## src/rtl/rom_arb_if.sv

```systemverilog
// rom_arb_if: requester and ROM-side signal bundle for the shared boot-ROM arbiter
// Ports (slave = arbiter side):
//   req/lock/addr : per-requester read request, lock hint and word address
//   gnt/rvalid    : one-hot grant (combinational) and one-hot read-data valid (registered)
//   rdata         : read data returned from the ROM
//   rom_me/rom_adr/rom_q : single-port ROM enable, address and output data
//   busy          : access issued last cycle or ownership held
interface rom_arb_if #(
  parameter int NUM_REQ = 3,
  parameter int ADDR_W = 9,
  parameter int DATA_W = 32
);
  logic [NUM_REQ-1:0] req, lock, gnt, rvalid;
  logic [NUM_REQ*ADDR_W-1:0] addr;
  logic [DATA_W-1:0] rdata, rom_q;
  logic [ADDR_W-1:0] rom_adr;
  logic rom_me, busy;
  modport slave (input req, lock, addr, rom_q, output gnt, rvalid, rdata, rom_me, rom_adr, busy);
  modport master (output req, lock, addr, rom_q, input gnt, rvalid, rdata, rom_me, rom_adr, busy);
endinterface

```

## src/rtl/rom_arb.sv

```systemverilog
// rom_arb: round-robin arbiter sharing one single-port boot ROM, with bounded locked sequences
// Ports:
//   hclk   : clock, rising edge
//   hreset : synchronous active-high reset
//   bus    : rom_arb_if.slave (requests, grants, read return, ROM control)
module rom_arb #(
  parameter int NUM_REQ = 3,
  parameter int ADDR_W = 9,
  parameter int DATA_W = 32,
  parameter int MAX_LOCK = 8
) (
  input logic hclk,
  input logic hreset,
  rom_arb_if.slave bus
);
  localparam int PW = $clog2(NUM_REQ);
  localparam int CW = $clog2(MAX_LOCK + 1);
  localparam logic [PW-1:0] LAST = PW'(NUM_REQ - 1);
  localparam logic [PW:0] NR = (PW+1)'(NUM_REQ);
  localparam logic [CW-1:0] MAXC = CW'(MAX_LOCK);
  logic [PW-1:0] r_ptr, r_owner, w_base, w_win, w_ptr_nxt;
  logic [PW:0] w_j;
  logic [CW-1:0] r_cnt, w_n;
  logic [NUM_REQ-1:0] r_rvalid, w_own_oh, w_req, w_gnt;
  logic [ADDR_W-1:0] w_adr;
  logic [DATA_W-1:0] w_rdata;
  logic r_own_vld, r_busy, w_drop, w_hold, w_sat, w_keep, w_any;
  // wrap by compare so non-power-of-two requester counts stay in range
  function automatic logic [PW-1:0] f_inc(input logic [PW-1:0] x);
    return (x == LAST) ? '0 : x + PW'(1);
  endfunction
  always_comb begin
    w_own_oh = r_own_vld ? NUM_REQ'(1) << r_owner : '0;
    w_drop = r_own_vld && !(|(bus.req & w_own_oh));
    w_hold = r_own_vld && !w_drop && r_cnt < MAXC;
    // a saturated owner steps aside as soon as anyone else is waiting
    w_sat = r_own_vld && r_cnt >= MAXC && |(bus.req & ~w_own_oh);
    w_req = hreset ? '0 : (w_sat ? bus.req & ~w_own_oh : bus.req);
    w_base = w_drop ? f_inc(r_owner) : r_ptr;
    w_win = w_base;
    w_j = '0;
    for (int k = NUM_REQ - 1; k >= 0; k--) begin
      w_j = {1'b0, w_base} + (PW+1)'(k);
      w_j = (w_j >= NR) ? w_j - NR : w_j;
      w_win = w_req[w_j[PW-1:0]] ? w_j[PW-1:0] : w_win;
    end
    w_win = w_hold ? r_owner : w_win;
    w_any = |w_req;
    w_gnt = w_any ? NUM_REQ'(1) << w_win : '0;
    w_n = (r_own_vld && w_win == r_owner) ? ((r_cnt >= MAXC) ? MAXC : r_cnt + CW'(1)) : CW'(1);
    w_keep = w_any && bus.lock[w_win] && (w_n < MAXC || !(|(bus.req & ~w_gnt)));
    w_ptr_nxt = (w_any && !w_keep) ? f_inc(w_win) : w_base;
    w_adr = '0;
    for (int i = 0; i < NUM_REQ; i++) w_adr = w_gnt[i] ? bus.addr[i*ADDR_W +: ADDR_W] : w_adr;
  end
  always_ff @(posedge hclk) begin
    if (hreset) begin
      r_ptr <= '0;
      r_owner <= '0;
      r_own_vld <= 1'b0;
      r_cnt <= '0;
      r_rvalid <= '0;
      r_busy <= 1'b0;
    end else begin
      r_ptr <= w_ptr_nxt;
      r_owner <= w_win;
      r_own_vld <= w_keep;
      r_cnt <= w_keep ? w_n : '0;
      r_rvalid <= w_gnt;
      r_busy <= w_any | w_keep;
    end
  end
  assign w_rdata = bus.rom_q;
  assign bus.rdata = w_rdata;
  assign bus.gnt = w_gnt;
  assign bus.rvalid = r_rvalid;
  assign bus.rom_me = w_any;
  assign bus.rom_adr = w_adr;
  assign bus.busy = r_busy;
endmodule

```

## src/flat_wrapper.sv

```systemverilog
// flat-port wrapper written by rule: the top's interface ports become plain ports
module rom_arb_flat 
#(
  parameter int NUM_REQ = 3,
  parameter int ADDR_W = 9,
  parameter int DATA_W = 32,
  parameter int MAX_LOCK = 8
)
  (hclk, hreset, bus_req, bus_lock, bus_addr, bus_rom_q, bus_gnt, bus_rvalid, bus_rdata, bus_rom_me, bus_rom_adr, bus_busy);
  rom_arb_if #(.NUM_REQ(NUM_REQ), .ADDR_W(ADDR_W), .DATA_W(DATA_W)) bus_i ();
  input logic hclk;
  input logic hreset;
  input wire logic [$bits(bus_i.req)-1:0] bus_req;
  input wire logic [$bits(bus_i.lock)-1:0] bus_lock;
  input wire logic [$bits(bus_i.addr)-1:0] bus_addr;
  input wire logic [$bits(bus_i.rom_q)-1:0] bus_rom_q;
  output wire logic [$bits(bus_i.gnt)-1:0] bus_gnt;
  output wire logic [$bits(bus_i.rvalid)-1:0] bus_rvalid;
  output wire logic [$bits(bus_i.rdata)-1:0] bus_rdata;
  output wire logic [$bits(bus_i.rom_me)-1:0] bus_rom_me;
  output wire logic [$bits(bus_i.rom_adr)-1:0] bus_rom_adr;
  output wire logic [$bits(bus_i.busy)-1:0] bus_busy;
  assign bus_i.req = bus_req;
  assign bus_i.lock = bus_lock;
  assign bus_i.addr = bus_addr;
  assign bus_i.rom_q = bus_rom_q;
  assign bus_gnt = bus_i.gnt;
  assign bus_rvalid = bus_i.rvalid;
  assign bus_rdata = bus_i.rdata;
  assign bus_rom_me = bus_i.rom_me;
  assign bus_rom_adr = bus_i.rom_adr;
  assign bus_busy = bus_i.busy;
  rom_arb #(.NUM_REQ(NUM_REQ), .ADDR_W(ADDR_W), .DATA_W(DATA_W), .MAX_LOCK(MAX_LOCK)) u_core (.hclk(hclk), .hreset(hreset), .bus(bus_i));
endmodule
```

## config.mk

```make
export PLATFORM = sky130hd
export DESIGN_NAME = rom_arb_flat
export DESIGN_NICKNAME = d
export VERILOG_FILES = /design/src/rtl/rom_arb_if.sv /design/src/rtl/rom_arb.sv /design/src/flat_wrapper.sv
export SDC_FILE = /design/constraint.sdc
export NUM_CORES = 1
export LEC_CHECK = 0
export BUFFER_PORTS_ARGS = -buffer_cell sky130_fd_sc_hd__buf_4
export CAP_MARGIN = 40
export CORE_ASPECT_RATIO = 0.9
export CORE_UTILIZATION = 38
export DETAILED_ROUTE_END_ITERATION = 8
export PLACE_DENSITY = 0.77
export SLEW_MARGIN = 0
export SYNTH_ARGS = -nofsm -noshare
export SYNTH_HDL_FRONTEND = slang
export SYNTH_SLANG_ARGS = --single-unit
```

## constraint.sdc

```tcl
create_clock -name hclk -period 3.8 [get_ports hclk]
set_input_delay 0.19 -clock hclk [delete_from_list [all_inputs] [get_ports hclk]]
set_output_delay 0.19 -clock hclk [all_outputs]
set_load 0.02 [all_outputs]
```

==> impl_metrics.json <==
{
  "min_period_ns": 3.70,
  "cts.clk_slew.worst_paths_ns": 0.06,
  "ys_ff_latch": 13,
  "fp.dieW_um": 72.2,
  "multi_input_area_um2": 1160,
  "end_kind": "output port",
  "place_congestion": 0.954,
  "maxCapViolCount": 0,
  "drive_above_1_share": 0.470,
  "r2r-end": "u_core.r_ptr[1]$_SDFF_PP0_",
  "rr_startpoint": "u_core.r_owner[1]$_SDFF_PP0_",
  "r2r_setup_slack_ns": 0.13,
  "synth_top_area_cell": "dfxtp_1",
  "skew_ns": 0.00318,
  "dp_hpwl_um": 3530,
  "slew_viol_final": 0,
  "synth_edf_count": 0,
  "synth-main-ff-cell": "dfxtp_1",
  "diodes": 0,
  "ys_types": 61,
  "ir_worst_vdd_mv": 0.355,
  "fin_area_um2": 2170,
  "grt_pass1_vias": 1499,
  "clock-root-buffer": "clkbuf_8",
  "fin_setup_tns_ns": 0,
  "track_usage": 0.195,
  "die_h_um": 65.2,
  "max_freq_ghz": 0.270,
  "tritoncts": "yes",
  "hold_path.class": "input pin to register",
  "drt_iter0_drc": 161,
  "powerDensity_nw_per_um2": 961,
  "syn_area_per_cell_um2": 8.14,
  "grt_pass1_wl_um": 7240,
  "coreArea_um2": 4160,
  "antenna_found_initial": 0,
  "fillers": 386,
  "fin_util": 0.522,
  "hold_buffers": 0,
  "placement_rows": 22,
  "synthTopCellsByArea": "dfxtp_1 (15%), buf_4 (14%), mux2_2 (6.0%)",
  "status": "finished, final reports clean",
  "grt_max_degree": 16,
  "die_area_um2": 4710,
  "synth-seq-area-share": 0.154,
  "yosysWarnings": 0,
  "total_power_mw": 2.08,
  "worstSkewPairLatency_ns": 0.24,
  "wire_per_inst_um": 15.6,
  "overflow": 0,
  "dpl_cell_area_um2": 2030,
  "seq_area_um2": 265,
  "syn_nets": 278,
  "fin_cells": 307,
  "netlist_area_um2": 1690,
  "clock_path_buffers": 2,
  "yosysTopAreaCellShare": 0.154,
  "synth_common_cells": "buf_4 (32), nor2_1 (15), dfxtp_1 (13), a22oi_1 (11), inv_1 (11)",
  "drt-total-wl_um": 4790,
  "hp-start": "hreset",
  "worstSetupPathType": "register to output port",
  "rr_worst_depth": 14,
  "hold_viol": 0,
  "hold_path_end": "u_core.r_owner[1]$_SDFF_PP0_",
  "post-route-period-util": 0.973,
  "htreeDepth": 1,
  "placed_cells": 297,
  "final_nets": 319,
  "port_buffers": 51,
  "clock_sinks": 13,
  "syn_to_final_growth_pct": 28.7,
  "leakagePower_nw": 0.982,
  "crit_fanout": 6,
  "start_kind": "register",
  "viasPerCell": 5.42,
  "start_util": 0.405,
  "drt.antenna.violating_nets": 0,
  "dr_total_vias": 1663,
  "numCtsBuffers": 3,
  "synth.most_common_cell": "buf_4",
  "setup_viol_count_final": 0,
  "firstDrtPassIters": 4,
  "arrival_ns": 3.51,
  "whs_path_depth": 2,
  "async_reset_ff_frac": 0,
  "postSynthCellCount": 207,
  "relSlewSlack": 0.431,
  "drcViolationCount": 0,
  "cp.required_ns": 3.61,
  "io_pins": 116,
  "worstMarginPinSlew_ns": 0.849
}
registers in the layout, summed over array words and instances, names as in the netlist:
| name | cells |
|---|---|
| u_core.r_cnt | 4 |
| u_core.bus.rvalid | 3 |
| u_core.r_owner | 2 |
| u_core.r_ptr | 2 |
| u_core.bus.busy | 1 |
| u_core.r_own_vld | 1 |
cells in the final DEF (no fill, tap or decap), types with 2 or more instances in the layout:
master	netlist	layout
a211o_1	3	3
a21o_1	3	3
a21oi_1	7	6
a22oi_1	11	11
and2_1	3	2
and3_1	7	7
and4_1	2	2
buf_4	32	78
clkbuf_8	0	3
dfxtp_1	13	11
ha_1	4	3
inv_1	11	10
mux2_2	9	9
mux2i_1	3	2
nand2_1	4	3
nand2b_1	7	7
nand3_1	4	4
nand3b_1	2	2
nor2_1	15	15
nor2b_1	5	5
nor3_1	4	3
nor3b_1	2	2
o211ai_1	4	4
o21ai_0	2	2
o221ai_1	2	2
or2_2	2	2
logic make-up (layout without fill, tap and decap cells):
kind of cell | Yosys count | count (layout) | synth area share
and+or+nand+nor | 69 | 70 | 0.249
muxes | 13 | 13 | 0.0846
DFF | 13 | 13 | 0.154
xor gates and xnor gates | 1 | 1 | 0.00520
adders and majority gates | 4 | 4 | 0.0297
AOI/OAI and AO/OA | 53 | 53 | 0.280
buffers and inverters | 54 | 93 | 0.197
timing repair:
action / in CTS / in global routing
gates cloned: 1 / 0
hold endpoints to repair: 0 / 0
resized for setup: 3 / 10
pin swaps: 0 / 5
setup buffers: 2 / 3
endpoints found under the setup margin: 10 / 16
stage by stage:
step                setup WS, ns  hold slack [ns]
finish                     0.102            0.161
global route             -0.0168            0.169
CTS                      0.00414            0.165
detailed placement       -0.0768            0.380
global placement          0.0775            0.380
floorplan                 0.0323            0.262
cell type report:
class                   count  area share
clock buffers               4      0.0208
inverters                  11      0.0190
multi-input cells         141       0.533
flip-flops and latches     13       0.122
well taps                  60      0.0346
repair buffers             78       0.270
report_power, final:
part           switching (mW)  total [mW]  leakage [nW]  internal [mW]
clock                  0.0484       0.122        0.0228         0.0740
combinational           0.902        1.75         0.851          0.847
sequential             0.0323       0.214         0.108          0.181
total                   0.982        2.08         0.982           1.10
routing by layer:
metal / GRT usage / share of wire / vias up
li1: - / - / 814
met4: 0.0221 / 0 / 0
met2: 0.332 / 0.51 / 52
met3: 0.0429 / 0.065 / 0
met5: 0 / 0 / -
met1: 0.259 / 0.43 / 797
critical path: stages, from the launching register on:
cell	delay [ns]
dfxtp_4	0.37
mux2i_4	0.29
o2bb2ai_2	0.11
a211o_1	0.32
inv_2	0.10
ha_4	0.21
a211o_1	0.27
a311o_1	0.37
o211ai_2	0.24
and2_4	0.24
mux2_2	0.36
a22oi_1	0.14
nor2_1	0.06
buf_4	0.19
worst max path at each step:
stage                            startpoint                          to  slack [ns]  cells past startpoint
2_1_floorplan  u_core.r_owner[1]$_SDFF_PP0_  u_core.r_ptr[1]$_SDFF_PP0_        0.03                     15
3_3_place_gp   u_core.r_owner[1]$_SDFF_PP0_  u_core.r_ptr[1]$_SDFF_PP0_        0.08                     13
5_1_grt        u_core.r_owner[1]$_SDFF_PP0_              bus_rom_adr[2]       -0.02                     13
4_1_cts        u_core.r_owner[1]$_SDFF_PP0_              bus_rom_adr[2]       0.004                     14
6_report       u_core.r_owner[1]$_SDFF_PP0_              bus_rom_adr[2]        0.10                     13
3_5_place_dp   u_core.r_owner[1]$_SDFF_PP0_  u_core.r_ptr[1]$_SDFF_PP0_       -0.08                     13
Power figures use the tool's default switching activity.
